`src/rtl/soc_spram_arbiter_pkg.sv`:
```
// soc_spram_arb_pkg: FSM state encoding and default widths shared by the SPRAM arbiter slice.
package soc_spram_arb_pkg;
    localparam int AW_DEF = 15;
    localparam int DW_DEF = 32;
    localparam logic [0:0] ST_IDLE = 1'b0;
    localparam logic [0:0] ST_ACK = 1'b1;
endpackage

```
`src/rtl/soc_spram_arbiter_if.sv`:
```
// soc_spram_arbiter_if: per-port request bundle between requesters (master) and the arbiter (slave).
interface soc_spram_arbiter_if
    import soc_spram_arb_pkg::*;
#(
    parameter int N_PORTS = 2,
    parameter int AW = AW_DEF,
    parameter int DW = DW_DEF
);
    logic [AW*N_PORTS-1:0] req_addr;
    logic [DW*N_PORTS-1:0] req_wdata;
    logic [(DW/8)*N_PORTS-1:0] req_wmsk;
    logic [N_PORTS-1:0] req_we;
    logic [N_PORTS-1:0] req_valid;
    logic [N_PORTS-1:0] req_ready;
    logic [DW-1:0] req_rdata;
    modport master (
        output req_addr, req_wdata, req_wmsk, req_we, req_valid,
        input req_ready, req_rdata
    );
    modport slave (
        input req_addr, req_wdata, req_wmsk, req_we, req_valid,
        output req_ready, req_rdata
    );
endinterface

```
`src/rtl/soc_spram_arbiter_arb_rr_pick.sv`:
```
// arb_rr_pick: combinational N-way picker; round-robin from last+1, or lowest index wins
// when SOC_SPRAM_ARB_FIXED_PRIO_EN is defined.
module arb_rr_pick
    import soc_spram_arb_pkg::*;
#(
    parameter int N = 2,
    localparam int LW = $clog2(N)
) (
    input  logic [N-1:0]  req,
    input  logic [LW-1:0] last,
    output logic [LW-1:0] idx,
    output logic          vld
);
`ifdef SOC_SPRAM_ARB_FIXED_PRIO_EN
    logic unused_last;
    assign unused_last = ^last;
    assign vld = |req;
    always_comb begin
        idx = '0;
        for (int k = N - 1; k >= 0; k--)
            if (req[k]) idx = LW'(k);
    end
`else
    logic [LW-1:0] cand;
    always_comb begin
        idx = '0;
        vld = 1'b0;
        cand = '0;
        for (int k = 1; k <= N; k++) begin
            cand = LW'((int'(last) + k) % N);
            if (!vld && req[cand]) begin
                vld = 1'b1;
                idx = cand;
            end
        end
    end
`endif
endmodule

```
`src/rtl/soc_spram_arbiter.sv`:
```
// soc_spram_arbiter: N-port round-robin arbiter onto a single-port SRAM, two cycles per access.
// Define SOC_SPRAM_ARB_FIXED_PRIO_EN for fixed lowest-index-first priority.
module soc_spram_arbiter
    import soc_spram_arb_pkg::*;
#(
    parameter int N_PORTS = 2,
    parameter int AW = AW_DEF,
    parameter int DW = DW_DEF
) (
    input  logic                clk,
    input  logic                rst,
    soc_spram_arbiter_if.slave  bus,
    output logic [AW-1:0]       spram_addr,
    output logic [DW-1:0]       spram_wdata,
    output logic [DW/8-1:0]     spram_wmsk,
    output logic                spram_we,
    input  logic [DW-1:0]       spram_rdata
);
    localparam int LW = $clog2(N_PORTS);
    localparam int MW = DW / 8;
    logic [0:0] state;
    logic [LW-1:0] sel, last, win, src;
    logic win_vld, grant;
    arb_rr_pick #(.N(N_PORTS)) u_pick (
        .req  (bus.req_valid),
        .last (last),
        .idx  (win),
        .vld  (win_vld)
    );
    assign grant = (state == ST_IDLE) && win_vld;
    // Outside a grant the bus is parked on port 0 (IDLE) or held on the granted port (ACK).
    assign src = grant ? win : (state == ST_ACK) ? sel : '0;
    assign spram_addr = bus.req_addr[AW*src +: AW];
    assign spram_wdata = bus.req_wdata[DW*src +: DW];
    assign spram_wmsk = bus.req_wmsk[MW*src +: MW];
    assign spram_we = grant && bus.req_we[win];
    assign bus.req_ready = (state == ST_ACK) ? N_PORTS'(1) << sel : '0;
    assign bus.req_rdata = (state == ST_ACK) ? spram_rdata : '0;
    always_ff @(posedge clk or posedge rst) begin
        if (rst) begin
            state <= ST_IDLE;
            sel <= '0;
            last <= LW'(N_PORTS - 1);
        end else if (grant) begin
            state <= ST_ACK;
            sel <= win;
            last <= win;
        end else begin
            state <= ST_IDLE;
        end
    end
endmodule

```
`src/flat_wrapper.sv`:
```
// flat-port wrapper written by rule: the top's interface ports become plain ports
module soc_spram_arbiter_flat import soc_spram_arb_pkg::*;
#(
    parameter int N_PORTS = 2,
    parameter int AW = AW_DEF,
    parameter int DW = DW_DEF
)
  (clk, rst, spram_addr, spram_wdata, spram_wmsk, spram_we, spram_rdata, bus_req_addr, bus_req_wdata, bus_req_wmsk, bus_req_we, bus_req_valid, bus_req_ready, bus_req_rdata);
  soc_spram_arbiter_if #(.N_PORTS(N_PORTS), .AW(AW), .DW(DW)) bus_i ();
  input  logic clk;
  input  logic rst;
  output logic [AW-1:0] spram_addr;
  output logic [DW-1:0] spram_wdata;
  output logic [DW/8-1:0] spram_wmsk;
  output logic spram_we;
  input  logic [DW-1:0] spram_rdata;
  input wire logic [$bits(bus_i.req_addr)-1:0] bus_req_addr;
  input wire logic [$bits(bus_i.req_wdata)-1:0] bus_req_wdata;
  input wire logic [$bits(bus_i.req_wmsk)-1:0] bus_req_wmsk;
  input wire logic [$bits(bus_i.req_we)-1:0] bus_req_we;
  input wire logic [$bits(bus_i.req_valid)-1:0] bus_req_valid;
  output wire logic [$bits(bus_i.req_ready)-1:0] bus_req_ready;
  output wire logic [$bits(bus_i.req_rdata)-1:0] bus_req_rdata;
  assign bus_i.req_addr = bus_req_addr;
  assign bus_i.req_wdata = bus_req_wdata;
  assign bus_i.req_wmsk = bus_req_wmsk;
  assign bus_i.req_we = bus_req_we;
  assign bus_i.req_valid = bus_req_valid;
  assign bus_req_ready = bus_i.req_ready;
  assign bus_req_rdata = bus_i.req_rdata;
  soc_spram_arbiter #(.N_PORTS(N_PORTS), .AW(AW), .DW(DW)) u_core (.clk(clk), .rst(rst), .bus(bus_i), .spram_addr(spram_addr), .spram_wdata(spram_wdata), .spram_wmsk(spram_wmsk), .spram_we(spram_we), .spram_rdata(spram_rdata));
endmodule
```
`config.mk`:
```
export PLATFORM = sky130hd
export DESIGN_NAME = soc_spram_arbiter_flat
export DESIGN_NICKNAME = d
export VERILOG_FILES = /design/src/rtl/soc_spram_arbiter_pkg.sv /design/src/rtl/soc_spram_arbiter_if.sv /design/src/rtl/soc_spram_arbiter_arb_rr_pick.sv /design/src/rtl/soc_spram_arbiter.sv /design/src/flat_wrapper.sv
export SDC_FILE = /design/constraint.sdc
export NUM_CORES = 1
export LEC_CHECK = 0
export CORE_AREA = 2 2 87 89
export DETAILED_ROUTE_END_ITERATION = 16
export DIE_AREA = 0 0 89 91
export PLACE_DENSITY = 0.74
export SYNTH_ARGS = -nofsm -noshare
export SYNTH_HDL_FRONTEND = slang
export SYNTH_SLANG_ARGS = --single-unit
```
`constraint.sdc`:
```
create_clock -name clk -period 4.62 [get_ports clk]
set_clock_uncertainty 0.2 [all_clocks]
set_input_delay 0.924 -clock clk [delete_from_list [all_inputs] [get_ports clk]]
set_output_delay 0.924 -clock clk [all_outputs]
set_load 0.02 [all_outputs]
```
# Word-level counts from Yosys, hierarchy flattened
# Cells that the tools add are included.
# totals
regBits	3
in_bits	140
elab_cells	33
# op_classes
n_addsub	2
mul	1
magnitude_cmp	3
shift	4
mux	15
n_bitwise	1
reduce_logical	4
# ops
operator	count
64-bit by 7-bit indexed part select with 32-bit output	1
32-bit 2-to-1 mux	1
30-bit by 6-bit indexed part select with 15-bit output	1
1-bit 2-to-1 mux	13
8-bit by 4-bit indexed part select with 4-bit output	1
1-bit by 2-bit less-than comparator with 1-bit output (second input constant)	3
4-bit by 1-bit multiplier with 5-bit output (first input constant)	1
1-bit logical AND	3
1-bit adder (second input constant)	2
2-bit 2-to-1 mux	1
1-bit by 1-bit << shifter with 2-bit output (first input constant)	1
1-bit logical NOT	1
1-bit inverter	1

# Depth between registers and ports, before layout
# logic_depth
ltp_word	11
depth_mapped	6
depth_no_buf	3

# Cells and area by module
# From an unflattened synthesis, not the netlist that was laid out.
# hier_totals
cells_unflattened	109
area_unflattened_um2	1007.2
# by_module_without_submodules
mod	instances	cells_per_inst	area_per_inst_um2
soc_spram_arbiter	1	107	993.5
arb_rr_pick	1	2	13.8

# Least setup slack after synthesis
# OpenSTA, ideal clock, no wires.
# synth_path
kind	input to output
from	input port bus_req_valid[1]
to	output port spram_addr[0]
arrival_time_ns	1.826
required_time_ns	3.496
slack_ns	1.670
path_stages	5
path_buffers	2
path_cell_list	nor2b_1 > a21o_1 > buf_6 > buf_6 > mux2_4
# synth_between
elab_chain_cells	10
elab_cells_between_ends	14
cone_classes	mul (1); shift (1); mux (9); reduce/logical (3)
# synth_lines
element	line	text
start, declared	flat_wrapper.sv:21	input wire logic [$bits(bus_i.req_valid)-1:0] bus_req_valid;
1-bit 2-to-1 mux (not written as such) (2 in series)	soc_spram_arbiter_arb_rr_pick.sv:31	if (!vld && req[cand]) begin
1-bit 2-to-1 mux	soc_spram_arbiter_arb_rr_pick.sv:31	
1-bit logical NOT	soc_spram_arbiter_arb_rr_pick.sv:31	
1-bit logical AND	soc_spram_arbiter_arb_rr_pick.sv:31	
1-bit 2-to-1 mux	soc_spram_arbiter_arb_rr_pick.sv:31	
1-bit logical AND	soc_spram_arbiter.sv:30	assign grant = (state == ST_IDLE) && win_vld;
1-bit 2-to-1 mux *	soc_spram_arbiter.sv:32	assign src = grant ? win : (state == ST_ACK) ? sel : '0;
4-bit by 1-bit multiplier with 5-bit output *	soc_spram_arbiter.sv:33	assign spram_addr = bus.req_addr[AW*src +: AW];
30-bit by 6-bit indexed part select with 15-bit output *	soc_spram_arbiter.sv:33	
end, declared	flat_wrapper.sv:12	output logic [AW-1:0] spram_addr;
# Mark *: on every way between the ends. The rest lies on a longest branch, timed or not. The select of a mux whose other input is x is not followed.

# Worst setup path in the final report
# layout_path
from	input port bus_req_valid[1]
to	output port spram_addr[7]
# Same word-level chain as after synthesis.

==> impl_metrics.json <==
{
  "status": "completed",
  "cts_buffer_depth": 2,
  "row_count": 31,
  "yosysWarningCount": 0,
  "cp_max_fo": 28,
  "synth_seq_area_share": 0.0633,
  "fp.dieH_um": 91,
  "io_buffers": 225,
  "synthToLayoutAreaGrowth_pct": 197,
  "slew_headroom": 0.444,
  "final_common_cell": "clkdlybuf4s50_1",
  "layout-drive-gt1-share": 0.183,
  "cts.sinks": 3,
  "synth_cell_types": 17,
  "reg2reg_depth": 3,
  "ctsResizeCount": 0,
  "placed_cell_area_um2": 3540,
  "antennaDiodeCount": 0,
  "first_pass_iters": 3,
  "critPathKind": "primary input to output port",
  "max_freq_ghz": 0.236,
  "p_per_area_nw_per_um2": 228,
  "fp.dieW_um": 89,
  "regArea_um2": 76.3,
  "hpwl_um": 5540,
  "worst_slew_pin_slew_ns": 0.834,
  "grt_overflow_total": 0,
  "layout_common_cells": "225 x clkdlybuf4s50_1, 49 x mux2_4, 32 x and2_1",
  "hp-class": "register to register",
  "antenna_found_initial": 0,
  "path_clk_slew_ns": 0.03,
  "core_area_um2": 7140,
  "r2r_end": "u_core.sel$_DFFE_PP0P_",
  "r2r_start": "u_core.state$_DFF_PP0_",
  "ios": 226,
  "endpoint_kind": "output port",
  "n_fill_cell": 687,
  "hold_violations": 0,
  "dieArea_um2": 8100,
  "antenna_left": 0,
  "postCtsSetupRepairBufs": 0,
  "worst_setup_path_start_kind": "primary input",
  "via_count": 1710,
  "ctsHoldBuffers": 0,
  "wirelength_um": 6460,
  "syn_area_per_cell_um2": 11.0,
  "routedWlPerCell_um": 15.0,
  "drt_iter0_markers": 19,
  "leakagePower_uw": 0.00147,
  "whs_ns": 0.324,
  "multiInputGateArea_um2": 1040,
  "insertion_delay_ns": 0.22,
  "cp.arrival_ns": 3.11,
  "drc": 0,
  "grtUsageTotal": 0.146,
  "ys_ff_latch": 3,
  "vdd_drop_max_mv": 0.179,
  "initial_core_util": 0.169,
  "grt_pass1_vias": 1833,
  "place_congestion": 0.776,
  "rrSetupSlack_ns": 2.77,
  "startpoint": "bus_req_valid[1]",
  "setup-tns-final_ns": 0,
  "grt_max_degree": 39,
  "critPathCapture": "spram_addr[7]",
  "required_ns": 3.50,
  "ctsHtreeMaxLevel": 1,
  "vias_per_cell": 3.96,
  "maxSlewViolCount": 0,
  "layoutNonFillerInstCount": 432,
  "cts_tree": "yes",
  "synth_nets": 250,
  "maxCapViolCount": 0,
  "rsz0062_at_grt": "false",
  "syn_inst": 110,
  "layout.nets": 474,
  "fin_crit_ns": 4.24,
  "setup_viol": 0,
  "clockRootBuffer": "clkbuf_8",
  "final_cell_area_um2": 3590,
  "fin_crit_sh": 0.917,
  "grt_pass1_wl_um": 9200,
  "dp_slack_ns": 0.364,
  "place_inst": 428,
  "cts_buffers": 3,
  "syn-cell-area_um2": 1210,
  "fin_ws_ns": 0.383
}
==> power by group <==
group          leakage (µW)  internal (µW)  total (µW)  switching [µW]
Combinational       0.00142            420         694             275
Sequential        0.0000347           34.3        46.4            12.1
Clock             0.0000228           59.1        78.8            19.8
==> Yosys cell counts <==
library cell	n	share of area
a21o_1	2	0.012
a21oi_1	1	0.0041
and2_1	32	0.17
and2_4	1	0.0073
buf_6	7	0.065
clkbuf_1	3	0.0093
dfrtp_1	2	0.041
dfstp_2	1	0.022
inv_1	2	0.0062
mux2_2	2	0.019
mux2_4	49	0.61
nand2_1	1	0.0031
nand3_1	1	0.0041
nor2_1	2	0.0062
nor2b_1	2	0.010
o211ai_1	1	0.0062
o22a_1	1	0.0073
==> flip-flops by register name (all words and copies together), names as in the netlist <==
signal / flops
u_core.last: 1
u_core.sel: 1
u_core.state: 1
==> logic make-up (layout without fill, tap and decap cells) <==
logic type,Yosys count,after routing,share of synthesized area
DFF,3,3,0.0633
and+or+nand+nor,39,39,0.197
AOI/OAI and AO/OA,5,5,0.0301
buffers and inverters,12,235,0.0809
muxes,51,51,0.629
==> metrics by stage <==
step                utilization  power [µW]
floorplan                     -         416
global placement          0.496         739
detailed placement        0.496         745
CTS                       0.503         829
global route              0.503         859
finish                    0.503         819
==> critical path, cell delays in order <==
cell	delay, ns
clkdlybuf4s50_1	0.51
nor2b_1	0.22
a21o_4	0.28
buf_12	0.26
mux2_2	0.36
clkdlybuf4s50_1	0.54
==> area by class of cell <==
cell class,count,area share
multi-input cells,95,0.290
clock buffers,4,0.0126
flip-flops and latches,3,0.0213
well taps,99,0.0345
repair buffers,229,0.640
inverters,2,0.00209
==> routing by layer <==
metal / vias to the layer above / share of wire / GRT usage
met2: 125 / 0.47 / 0.261
met4: 0 / 0.022 / 0.0473
met5: - / 0 / 0
li1: 823 / - / -
met3: 12 / 0.12 / 0.0391
met1: 750 / 0.39 / 0.164
==> worst min path at each step <==
stage | end | start | slack, ns | cells after the start
2_1_floorplan | u_core.sel$_DFFE_PP0P_ | u_core.sel$_DFFE_PP0P_ | 0.27 | 1
3_3_place_gp | u_core.sel$_DFFE_PP0P_ | u_core.sel$_DFFE_PP0P_ | 0.30 | 1
3_5_place_dp | u_core.sel$_DFFE_PP0P_ | u_core.sel$_DFFE_PP0P_ | 0.32 | 1
4_1_cts | u_core.sel$_DFFE_PP0P_ | u_core.sel$_DFFE_PP0P_ | 0.33 | 1
5_1_grt | u_core.sel$_DFFE_PP0P_ | u_core.sel$_DFFE_PP0P_ | 0.34 | 1
6_report | u_core.sel$_DFFE_PP0P_ | u_core.sel$_DFFE_PP0P_ | 0.32 | 1
Note: power is estimated with default switching activity, not from simulation.
